$ cat config.mk
export PLATFORM = sky130hd
export DESIGN_NAME = posit_decode_scheduler
export DESIGN_NICKNAME = d
export VERILOG_FILES = /design/src/rtl/posit_decode_scheduler.sv
export SDC_FILE = /design/constraint.sdc
export NUM_CORES = 1
export LEC_CHECK = 0
export CAP_MARGIN = 15
export CORE_AREA = 2 2 135 137
export DETAILED_ROUTE_END_ITERATION = 6
export DIE_AREA = 0 0 137 139
export PLACE_DENSITY = 0.78
export SETUP_SLACK_MARGIN = 0.02
export SLEW_MARGIN = 15
export SYNTH_ARGS = -nofsm -noshare
export SYNTH_HDL_FRONTEND = slang
export SYNTH_SLANG_ARGS = --single-unit
$ cat constraint.sdc
create_clock -name clk -period 9.1 [get_ports clk]
set_input_delay 2.73 -clock clk [delete_from_list [all_inputs] [get_ports clk]]
set_output_delay 2.73 -clock clk [all_outputs]
set_load 0.005 [all_outputs]
$ cat src/rtl/posit_decode_scheduler.sv
// -----------------------------------------------------------------------------
// posit_decode_scheduler
//
// Time-shares a single posit_decoder between the two operands of a posit
// arithmetic request. An operand pair is accepted on in_valid/in_ready, each
// operand is pushed through the decoder's start/done/recieved handshake in
// turn, and both captured field sets are presented together on
// out_valid/out_ready.
//
// Ports:
//   clk, rst                 clock, asynchronous active-high reset
//   in_valid/in_ready        operand pair handshake
//   in_single                decode operand A only (B fields forced to 0)
//   posit_a, posit_b         operand posits (32 bit)
//   dec_posit_num            registered operand presented to the decoder
//   dec_start, dec_recieved  decoder control (never both high)
//   dec_done, dec_sign, dec_zero, dec_nar, dec_k, dec_exp, dec_mant
//                            decoder results
//   out_valid/out_ready      decoded pair handshake
//   a_fields, b_fields       {sign, zero, nar, k[5:0], exp[2:0], mant[31:0]}
//   err                      watchdog abort flag
//
// Configuration:
//   POSIT_SCHED_TIMEOUT_EN   when defined, each WAIT state is bounded by
//                            TIMEOUT cycles; on expiry the pending operand's
//                            fields read 0 and err is raised until the output
//                            handshake. When undefined, err is constant 0.
// -----------------------------------------------------------------------------
module posit_decode_scheduler #(
    parameter int TIMEOUT = 63
) (
    input  logic              clk,
    input  logic              rst,
    input  logic              in_valid,
    output logic              in_ready,
    input  logic              in_single,
    input  logic [31:0]       posit_a,
    input  logic [31:0]       posit_b,
    output logic [31:0]       dec_posit_num,
    output logic              dec_start,
    output logic              dec_recieved,
    input  logic              dec_done,
    input  logic              dec_sign,
    input  logic              dec_zero,
    input  logic              dec_nar,
    input  logic signed [5:0] dec_k,
    input  logic [2:0]        dec_exp,
    input  logic [31:0]       dec_mant,
    output logic              out_valid,
    input  logic              out_ready,
    output logic [43:0]       a_fields,
    output logic [43:0]       b_fields,
    output logic              err
);

    typedef enum logic [3:0] {
        IDLE,
        FLUSH,
        START_A,
        WAIT_A,
        ACK_A,
        START_B,
        WAIT_B,
        ACK_B,
        OUT
    } state_t;

    state_t      state;
    state_t      nxt;
    logic [31:0] b_q;
    logic        single_q;

    logic        accept;
    logic        cap_a;
    logic        cap_b;
    logic        load_b;
    logic        wd_expired;
    logic [43:0] dec_fields;

    // Bit-exact packing of the decoder result; k keeps its two's-complement form.
    assign dec_fields = {dec_sign, dec_zero, dec_nar, dec_k, dec_exp, dec_mant};

    // -------------------------------------------------------------------------
    // Next-state logic
    // -------------------------------------------------------------------------
    always_comb begin
        // NOTE: every signal assigned here gets a default first so no path
        // leaves it unassigned, which would otherwise infer a latch.
        nxt    = state;
        accept = 1'b0;
        cap_a  = 1'b0;
        cap_b  = 1'b0;
        load_b = 1'b0;
        case (state)
            IDLE: begin
                // A decoder still showing done (e.g. we were reset mid-decode)
                // must be acknowledged before any new request is started.
                if (dec_done) begin
                    nxt = FLUSH;
                end else if (in_valid && in_ready) begin
                    accept = 1'b1;
                    nxt    = START_A;
                end
            end
            FLUSH: begin
                if (!dec_done) nxt = IDLE;
            end
            START_A: nxt = WAIT_A;
            WAIT_A: begin
                if (dec_done) begin
                    cap_a = 1'b1;
                    nxt   = ACK_A;
                end else if (wd_expired) begin
                    nxt = OUT;
                end
            end
            ACK_A: begin
                if (!dec_done) begin
                    if (single_q) begin
                        nxt = OUT;
                    end else begin
                        load_b = 1'b1;
                        nxt    = START_B;
                    end
                end
            end
            START_B: nxt = WAIT_B;
            WAIT_B: begin
                if (dec_done) begin
                    cap_b = 1'b1;
                    nxt   = ACK_B;
                end else if (wd_expired) begin
                    nxt = OUT;
                end
            end
            ACK_B: begin
                if (!dec_done) nxt = OUT;
            end
            OUT: begin
                if (out_ready) nxt = IDLE;
            end
            default: nxt = IDLE;
        endcase
    end

    // -------------------------------------------------------------------------
    // State and registered outputs. Outputs are decoded from the next state so
    // they line up with the state they describe without a combinational path.
    // -------------------------------------------------------------------------
    always_ff @(posedge clk or posedge rst) begin
        if (rst) begin
            state         <= IDLE;
            in_ready      <= 1'b0;
            dec_start     <= 1'b0;
            dec_recieved  <= 1'b0;
            dec_posit_num <= '0;
            out_valid     <= 1'b0;
            a_fields      <= '0;
            b_fields      <= '0;
            b_q           <= '0;
            single_q      <= 1'b0;
        end else begin
            // NOTE: sequential state uses non-blocking assignments so every
            // register samples pre-edge values regardless of statement order.
            state        <= nxt;
            in_ready     <= (nxt == IDLE) && !dec_done;
            dec_start    <= (nxt == START_A) || (nxt == START_B);
            dec_recieved <= (nxt == FLUSH) || (nxt == ACK_A) || (nxt == ACK_B);
            out_valid    <= (nxt == OUT);

            if (accept) begin
                dec_posit_num <= posit_a;
                b_q           <= posit_b;
                single_q      <= in_single;
                // Clearing here makes un-decoded fields (single mode, watchdog
                // abort) read as zero without extra per-path logic.
                a_fields      <= '0;
                b_fields      <= '0;
            end
            if (load_b) dec_posit_num <= b_q;
            if (cap_a)  a_fields      <= dec_fields;
            if (cap_b)  b_fields      <= dec_fields;
        end
    end

    // -------------------------------------------------------------------------
    // Optional watchdog on the WAIT states
    // -------------------------------------------------------------------------
`ifdef POSIT_SCHED_TIMEOUT_EN
    localparam int WD_W = $clog2(TIMEOUT + 1);

    logic [WD_W-1:0] wd_cnt;
    logic            err_q;

    // Counter is 0 on the first WAIT cycle, so expiry after TIMEOUT cycles.
    assign wd_expired = ((state == WAIT_A) || (state == WAIT_B)) && !dec_done &&
                        (wd_cnt == WD_W'(TIMEOUT - 1));

    always_ff @(posedge clk or posedge rst) begin
        if (rst) begin
            wd_cnt <= '0;
            err_q  <= 1'b0;
        end else begin
            if ((nxt == WAIT_A) || (nxt == WAIT_B)) begin
                if (state != nxt) wd_cnt <= '0;
                else              wd_cnt <= wd_cnt + 1'b1;
            end
            if (wd_expired)                    err_q <= 1'b1;
            else if (state == OUT && out_ready) err_q <= 1'b0;
        end
    end

    assign err = err_q;
`else
    assign wd_expired = 1'b0;
    assign err        = 1'b0;
`endif

endmodule

Yosys cells after proc, flatten, opt, wreduce, memory -nomap -nowiden

Index checks and enable logic that the tools add are counted.

Register bits after elaboration: 161
Input bits: 114
Output and inout bits: 125
Logic and storage cells: 59

Equal/unequal tests: 14
Muxes and demuxes: 24
Reduce and logical (&&, ||, !) cells: 11

Operators by type and width:

| kind                 | number |
|---|---|
| $mux W44             | 3 |
| $mux W32             | 2 |
| $mux W4              | 9 |
| $pmux W4 S9          | 1 |
| $eq A4 B3 Y1 const B | 7 |
| $eq A4 B2 Y1 const B | 3 |
| $mux W1              | 9 |
| $eq A4 B1 Y1 const B | 2 |
| $eq A4 B4 Y1 const B | 2 |
| $logic_not A4 Y1     | 2 |
| $reduce_bool A2 Y1   | 3 |
| $logic_or A1 B1 Y1   | 3 |
| $logic_and A1 B1 Y1  | 2 |
| $logic_not A1 Y1     | 1 |

Logic depth before layout (Yosys ltp)

Gate-level depths: netlist (run 1).

Depth after elaboration: 7
Mapped depth: 8

Worst setup path before layout (run 1)

No wires, ideal clock.

Path kind: input port to flip-flop
Start: input port dec_done
End: register a_fields[0]
Data arrival time: 3.892 ns
Data required time: 8.979 ns
Slack: 5.087 ns
Stages on the path: 6
Path through: buf_2 nand2_1 nor4b_4 nor2_2 buf_2 a22o_1

Cells in the longest elaborated chain, start to end: 3

RTL lines:

| element                                               | line    | RTL |
|---|---|---|
| start: declaration                                    | 42      | `input logic dec_done,` |
| $mux W1, on equally long branches                     | 110, 98 |  |
| $mux W1                                               | 94      | `case (state)` |
| $mux W44 / $reduce_bool A2 Y1 (equally long branches) | -       |  |
| end signal: assignment                                | 181     | `if (cap_a) a_fields <= dec_fields;` |
| end: declaration                                      | 51      | `output logic [43:0] a_fields,` |

Several ways; a longest one is shown, not always the timed one.
A chain may end at the register's enable or synchronous reset.

Final worst setup path (run 1)

Start: input port dec_done
End: register b_fields[21]

Cells in the longest elaborated chain, start to end: 3

RTL lines:

| element                                               | line    | RTL |
|---|---|---|
| $mux W1, on equally long branches                     | 129, 98 |  |
| $mux W1                                               | 94      |  |
| $mux W44 / $reduce_bool A2 Y1 (equally long branches) | -       |  |
| end signal: assignment                                | 182     | `if (cap_b) b_fields <= dec_fields;` |
| end: declaration                                      | 52      | `output logic [43:0] b_fields,` |

Several ways; a longest one is shown, not always the timed one.

==> out/results.ini, run 1 <==
[setup_path]
cp_top_family=simple AND/OR/NAND/NOR gates
cp_slowest_cell=nor2_4
max_stage_delay_ps=840
rrSetupSlack_ps=6760
worstSetupPathType=primary input to register
reg2regPathDepth=5
critPathRequiredTime_ps=9440
reg2reg_to=b_fields[21]$_DFFE_PP0P_
crit_fanout=45
cp_data_arrival_time_ps=5070
critPathBufInv=2
cp-end-kind=register
start_kind=primary input
path_cells=clkdlybuf4s50_1 > nand2_1 > nor3_4 > buf_4 > nor2_4 > a22o_1
crit-reg2reg-launch=state[1]$_DFF_PP0_

[power]
share_comb_of_total_power_pct=36.5
p_sw_w=0.000926
total_power_w=0.00312
switching_share_pct=29.7
p_per_area_mw_per_mm2=333
seqPwrFrac_pct=40.2
p_clk_share_pct=23.4
internal_power_w=0.00220
p_leak_nw=4.39
irDropWorstVdd_v=0.000141

[clock_tree]
cts_resized=0
clk_latency_ps=420
cts_tree=done
cts_max_level=4
cts-root-buf=clkbuf_16
clk_pin_slew_ps=60
cts_sinks=161
post_cts_buffers=0
clockBufferDepth=2
ctsHoldBuffers=0
cts_buffers=17

[logic_synthesis]
syn_area_per_cell_um2=11.0
netlist_instances=570
yosys_warnings=0
ys_seq_area_share_pct=64.4
synth_cell_types=33
synthesis.nets=684
mappedNetlistArea_mm2=0.00625
synth_seq_cells=161

[die]
die_width_um=137
die_area_mm2=0.0190
die_h_um=139
io_pins=239
core-area_mm2=0.0177
num_rows=49
start_util_pct=35.4

[finish]
n_antenna_cell=0
seqCellArea_mm2=0.00403
stdcell_area_mm2=0.00938
drive_above_1_share_pct=5.74
syn_to_final_growth_pct=50.1
multi_input_area_mm2=0.00202
nets=902
final_core_util_pct=53.1
fillCellCount=1563

[min_path]
min_path_type=register to register
min_from=b_q[12]$_DFFE_PP0P_
holdPathEnd=b_q[12]$_DFFE_PP0P_
hold_depth=2

[timing]
relSlewSlack_pct=26.4
skew_ps=9.12
tns_ps=0
worst_slew_pin_slew_ps=1100
hold_viol=0
finalCritPeriodShare_pct=52.0
slew_viol_final=0
setup_viol=0
rsz0062_at_grt=false
fmax_ghz=0.211
timing.final.crit_period_ps=4730

[route]
avgRoutedWirePerCell_um=16.5
drt_iter0_drc=288
vias=5251
drcViolationCount=0
drt_pre_antenna_iters=4
viasPerCell=5.10
ant_nets=0
wirelength_um=17000

[global_routing]
grt_first_pass_wirelength_um=27000
grt_pass1_vias=5114
grt_max_degree=89
grt_overflow=0
grt_usage_pct=18.1
antenna_found_initial=0

[placed_design]
place.gp.congestion=0.766
port_buffers=237
post_dp_cell_area_mm2=0.00877
dp_hpwl_um=11300

[run]
max_cap_violations=0

[run_status]
status=completed

==> cell usage in the layout (no fill, tap or decap), drive strengths merged, types with 2 or more instances in the layout <==
cell type | netlist | layout
clkdlybuf4s50 | 0 | 237
a31oi | 32 | 32
nor4b | 2 | 2
dfrtp | 161 | 161
clkbuf | 17 | 18
bufinv | 0 | 2
inv | 4 | 12
clkinvlp | 0 | 2
a22o | 88 | 88
nand2b | 2 | 2
nand2 | 169 | 169
nor3 | 3 | 3
o21bai | 2 | 2
nor2 | 40 | 40
clkinv | 0 | 2
buf | 27 | 6
nor3b | 2 | 2
o21ai | 4 | 4
a21oi | 5 | 5
==> power by group through the flow <==
stage / Clock [W] / Sequential, W / Combinational (W)
2_1_floorplan: 0 / 0.00123 / 0.000466
3_3_place_gp: 0 / 0.00126 / 0.00112
3_5_place_dp: 0 / 0.00126 / 0.00115
4_1_cts: 0.000751 / 0.00125 / 0.00115
5_1_grt: 0.000780 / 0.00129 / 0.00125
6_report: 0.000730 / 0.00125 / 0.00114
==> layer usage <==
layer / track usage (%) / vias up / share of wire (%)
met3: 6.58 / 17 / 11
met4: 5.75 / 0 / 1.2
met1: 23.6 / 2571 / 42
li1: - / 2417 / -
met5: 0 / - / 0
met2: 28.0 / 246 / 46
==> Yosys cell counts <==
library cell / count / area [um^2]
nor4_1: 1 / 6.26
buf_2: 19 / 95.1
a21oi_1: 5 / 25.0
nand3_1: 1 / 5.00
inv_1: 4 / 15.0
o32ai_2: 1 / 16.3
xor2_1: 1 / 8.76
nor4b_1: 1 / 8.76
a22o_1: 88 / 771
nor3_1: 2 / 10.0
nor2_1: 38 / 143
o21bai_1: 2 / 15.0
dfrtp_1: 161 / 4030
and4_1: 1 / 8.76
nand2b_1: 2 / 12.5
a311oi_1: 1 / 8.76
o21ai_1: 2 / 10.0
nand2_1: 169 / 634
nor4b_4: 1 / 23.8
nor2_2: 2 / 12.5
mux2_1: 1 / 11.3
o21ai_0: 2 / 10.0
clkbuf_1: 17 / 63.8
a21o_1: 1 / 7.51
a31oi_1: 32 / 200
nand4_1: 1 / 6.26
buf_1: 3 / 11.3
buf_4: 5 / 37.5
nor3b_1: 2 / 15.0
a2bb2oi_1: 1 / 8.76
nor3_2: 1 / 10.0
nor4bb_1: 1 / 10.0
conb_1: 1 / 3.75
==> worst max path at each step <==
| stage | slack, ps | cells after the start | to | from |
|---|---|---|---|---|
| after detailed placement | 3940 | 6 | b_fields[39]$_DFFE_PP0P_ | dec_done |
| after global placement | 4020 | 6 | b_fields[31]$_DFFE_PP0P_ | dec_done |
| after global routing | 4200 | 6 | b_fields[21]$_DFFE_PP0P_ | dec_done |
| after floorplan | 2020 | 1 | a_fields[0]$_DFFE_PP0P_ | rst |
| after CTS | 4380 | 6 | b_fields[21]$_DFFE_PP0P_ | dec_done |
| final | 4370 | 6 | b_fields[21]$_DFFE_PP0P_ | dec_done |
==> worst reg2reg max path, cell delays in order (launching register included) <==
cell and delay (ps):
dfrtp_1 530, nand2_1 260, nor3_4 60, buf_4 310, nor2_4 840, a22o_1 270
==> flip-flops by register name (all words and copies together) (netlist names) <==
| name | count |
|---|---|
| state | 4 |
| dec_posit_num | 32 |
| dec_recieved | 1 |
| a_fields | 44 |
| single_q | 1 |
| out_valid | 1 |
| in_ready | 1 |
| dec_start | 1 |
| b_q | 32 |
| b_fields | 44 |
==> area by class of cell <==
cell class	count	area share, %
tap	229	3.05
clock inverter	14	1.77
inverter	4	0.213
sequential	161	42.9
clock buffer	18	4.68
timing repair buffer	243	25.8
multi-input combinational	361	21.5
==> per-stage QoR <==
step                      std cells  setup slack [ps]  hold slack (ps)
after floorplan                 570              2020              446
after global placement          998              4020              457
after detailed placement        998              3940              463
after CTS                      1030              4380              479
after global routing           1030              4200              505
final                          1030              4370              477
==> logic make-up (layout without fill, tap and decap cells) <==
group                     count (synthesis)  in the layout  synth area share, %
AOI/OAI and AO/OA                       135            135                 17.1
buffers and inverters                    48            279                 3.56
muxes                                     1              1                0.180
xor gates and xnor gates                  1              1                0.140
and+or+nand+nor                         223            223                 14.5
other                                     1              1               0.0600
DFF                                     161            161                 64.4
Power figures use the tool's default switching activity.
==> run 2, diff against run 1 <==
==> constraint.sdc (replaced) <==
create_clock -name clk -period 4.6 [get_ports clk]
set_input_delay 1.38 -clock clk [delete_from_list [all_inputs] [get_ports clk]]
set_output_delay 1.38 -clock clk [all_outputs]
set_load 0.005 [all_outputs]
==> run 2 against run 1 <==
  * Via count down 1.8%
  * Clock power up 96%
  * Worst setup slack worse by 2900 ps
  * Utilization up 0.38 points
  * Count of clock-buffer cells in the layout unchanged
  * Total power up 98%
  * Critical endpoint is now dec_posit_num[23]$_DFFE_PP0P_
  * Largest power group unchanged
==> out/results.ini, run 2 (synthesis results as in run 1) <==
[run_status]
status=completed

[clock_tree]
clockBufferDepth=2  ; unchanged
cts-root-buf=clkbuf_16
cts_resized=0  ; unchanged
post_cts_buffers=0  ; unchanged
clk_latency_ps=420  ; about the same
clk_pin_slew_ps=70  ; about the same
ctsHoldBuffers=0  ; unchanged
cts_tree=done
cts_max_level=4  ; unchanged
cts_sinks=161  ; unchanged
cts_buffers=17  ; unchanged

[power]
share_comb_of_total_power_pct=36.9  ; +0.4 points
switching_share_pct=29.7  ; about the same
p_per_area_mw_per_mm2=654  ; +97%
internal_power_w=0.00435  ; +98%
p_sw_w=0.00183  ; +98%
p_clk_share_pct=23.2  ; -0.2 points
p_leak_nw=4.42  ; +0.63%
irDropWorstVdd_v=0.000303  ; +120%
seqPwrFrac_pct=39.9  ; -0.3 points

[setup_path]
critPathRequiredTime_ps=4930  ; -4510 ps
max_stage_delay_ps=570  ; -270 ps
start_kind=primary input
path_cells=clkdlybuf4s50_1 > nor3_1 > and4_2 > buf_4 > nand2_1 > a31oi_1
cp-end-kind=register
worstSetupPathType=primary input to register
cp_data_arrival_time_ps=3480  ; -1590 ps
cp_slowest_cell=clkdlybuf4s50_1
crit_fanout=65  ; +44%
reg2regPathDepth=6  ; +1
rrSetupSlack_ps=2440  ; -4320 ps

[global_routing]
antenna_found_initial=0  ; unchanged
grt_max_degree=89  ; unchanged
grt_overflow=0  ; unchanged
grt_pass1_vias=5088  ; -0.51%
grt_usage_pct=18.2  ; +0.13 points
grt_first_pass_wirelength_um=27200  ; +0.79%

[die]
die_area_mm2=0.0190  ; unchanged
io_pins=239  ; unchanged
start_util_pct=35.4  ; unchanged
core-area_mm2=0.0177  ; unchanged
num_rows=49  ; unchanged
die_h_um=139  ; unchanged
die_width_um=137  ; unchanged

[timing]
worst_slack_ps=1450  ; -2920 ps
rsz0062_at_grt=false
finalCritPeriodShare_pct=68.5
tns_ps=0  ; unchanged
setup_viol=0  ; unchanged
relSlewSlack_pct=53.5  ; +27 points
fmax_ghz=0.317
timing.final.crit_period_ps=3150
hold_viol=0  ; unchanged
skew_ps=17.3  ; +8.23 ps
worst_slew_pin_slew_ps=697  ; -405 ps
slew_viol_final=0  ; unchanged

[min_path]
min_path_type=register to register
hold_depth=2  ; unchanged

[placed_design]
port_buffers=237  ; unchanged
place.gp.congestion=0.775  ; +1.1%
preCtsSetupSlack_ps=916  ; -3030 ps
dp_hpwl_um=11200  ; -0.62%

[finish]
reg.largest.list=a_fields x44, b_fields x44
final_cell_mix=237 x clkdlybuf4s50_1, 168 x nand2_1, 161 x dfrtp_1, 88 x a22o_1, 38 x nor2_1
fillCellCount=1542  ; -1.3%
drive_above_1_share_pct=6.09  ; +0.34 points
n_antenna_cell=0  ; unchanged
nets=906  ; +0.44%
layout_commonest_cell=clkdlybuf4s50_1
syn_to_final_growth_pct=51.1

[run]
max_cap_violations=0  ; unchanged

[route]
ant_nets=0  ; unchanged
viasPerCell=4.98  ; -2.2%
vias=5154  ; -1.8%
drcViolationCount=0  ; unchanged
drt_iter0_drc=215  ; -25%
drt_pre_antenna_iters=5  ; +1
wirelength_um=17000  ; about the same
avgRoutedWirePerCell_um=16.4  ; -0.47%

## run 2: stage by stage
stage	utilization, %	power [W]	hold slack, ps	instances	area [um^2]
2_1_floorplan	-	0.00335	446	570	6260
3_3_place_gp	50.0	0.00471	458	1001	8820
3_5_place_dp	50.0	0.00477	463	1001	8820
4_1_cts	53.4	0.00624	480	1033	9420
5_1_grt	53.5	0.00660	505	1034	9450
6_report	53.5	0.00618	475	1034	9450
## run 2: layer usage
layer	wire length (um)	share of wire [%]	track usage (%)	up-vias
met1	7210	42	23.7	2471
met5	0	0	0	-
li1	-	-	-	2423
met4	249	1.5	5.91	0
met2	7810	46	28.3	245
met3	1740	10	6.54	15
## run 2: final timing paths
path,end,start
max reg2reg,dec_posit_num[21]$_DFFE_PP0P_,state[2]$_DFF_PP0_
min reg2reg,b_q[18]$_DFFE_PP0P_,b_q[18]$_DFFE_PP0P_
max,dec_posit_num[23]$_DFFE_PP0P_,dec_done
max in group asynchronous,state[1]$_DFF_PP0_,rst
min,b_q[18]$_DFFE_PP0P_,b_q[18]$_DFFE_PP0P_
min in group asynchronous,b_fields[22]$_DFFE_PP0P_,rst
## run 2: power by group through the flow
stage	Clock (W)	Sequential [W]	Combinational, W
floorplan	0	0.00243	0.000922
global placement	0	0.00248	0.00223
detailed placement	0	0.00247	0.00229
CTS	0.00147	0.00247	0.00230
global route	0.00154	0.00255	0.00250
finish	0.00143	0.00247	0.00228
## run 2: critical path, delay by kind of cell
kind                   cells  cell delay [ps]
buffers and inverters      2             1130
AOI/OAI and AO/OA          1              210
and+or+nand+nor            3              730
## run 2: area by class of cell
type	instances	area (um^2)	area share, %
Multi-Input combinational cell	361	2020	21.4
Clock inverter	14	174	1.84
Timing Repair Buffer	247	2490	26.4
Sequential cell	161	4030	42.6
Tap cell	229	287	3.03
Clock buffer	18	429	4.54
Inverter	4	18.8	0.199
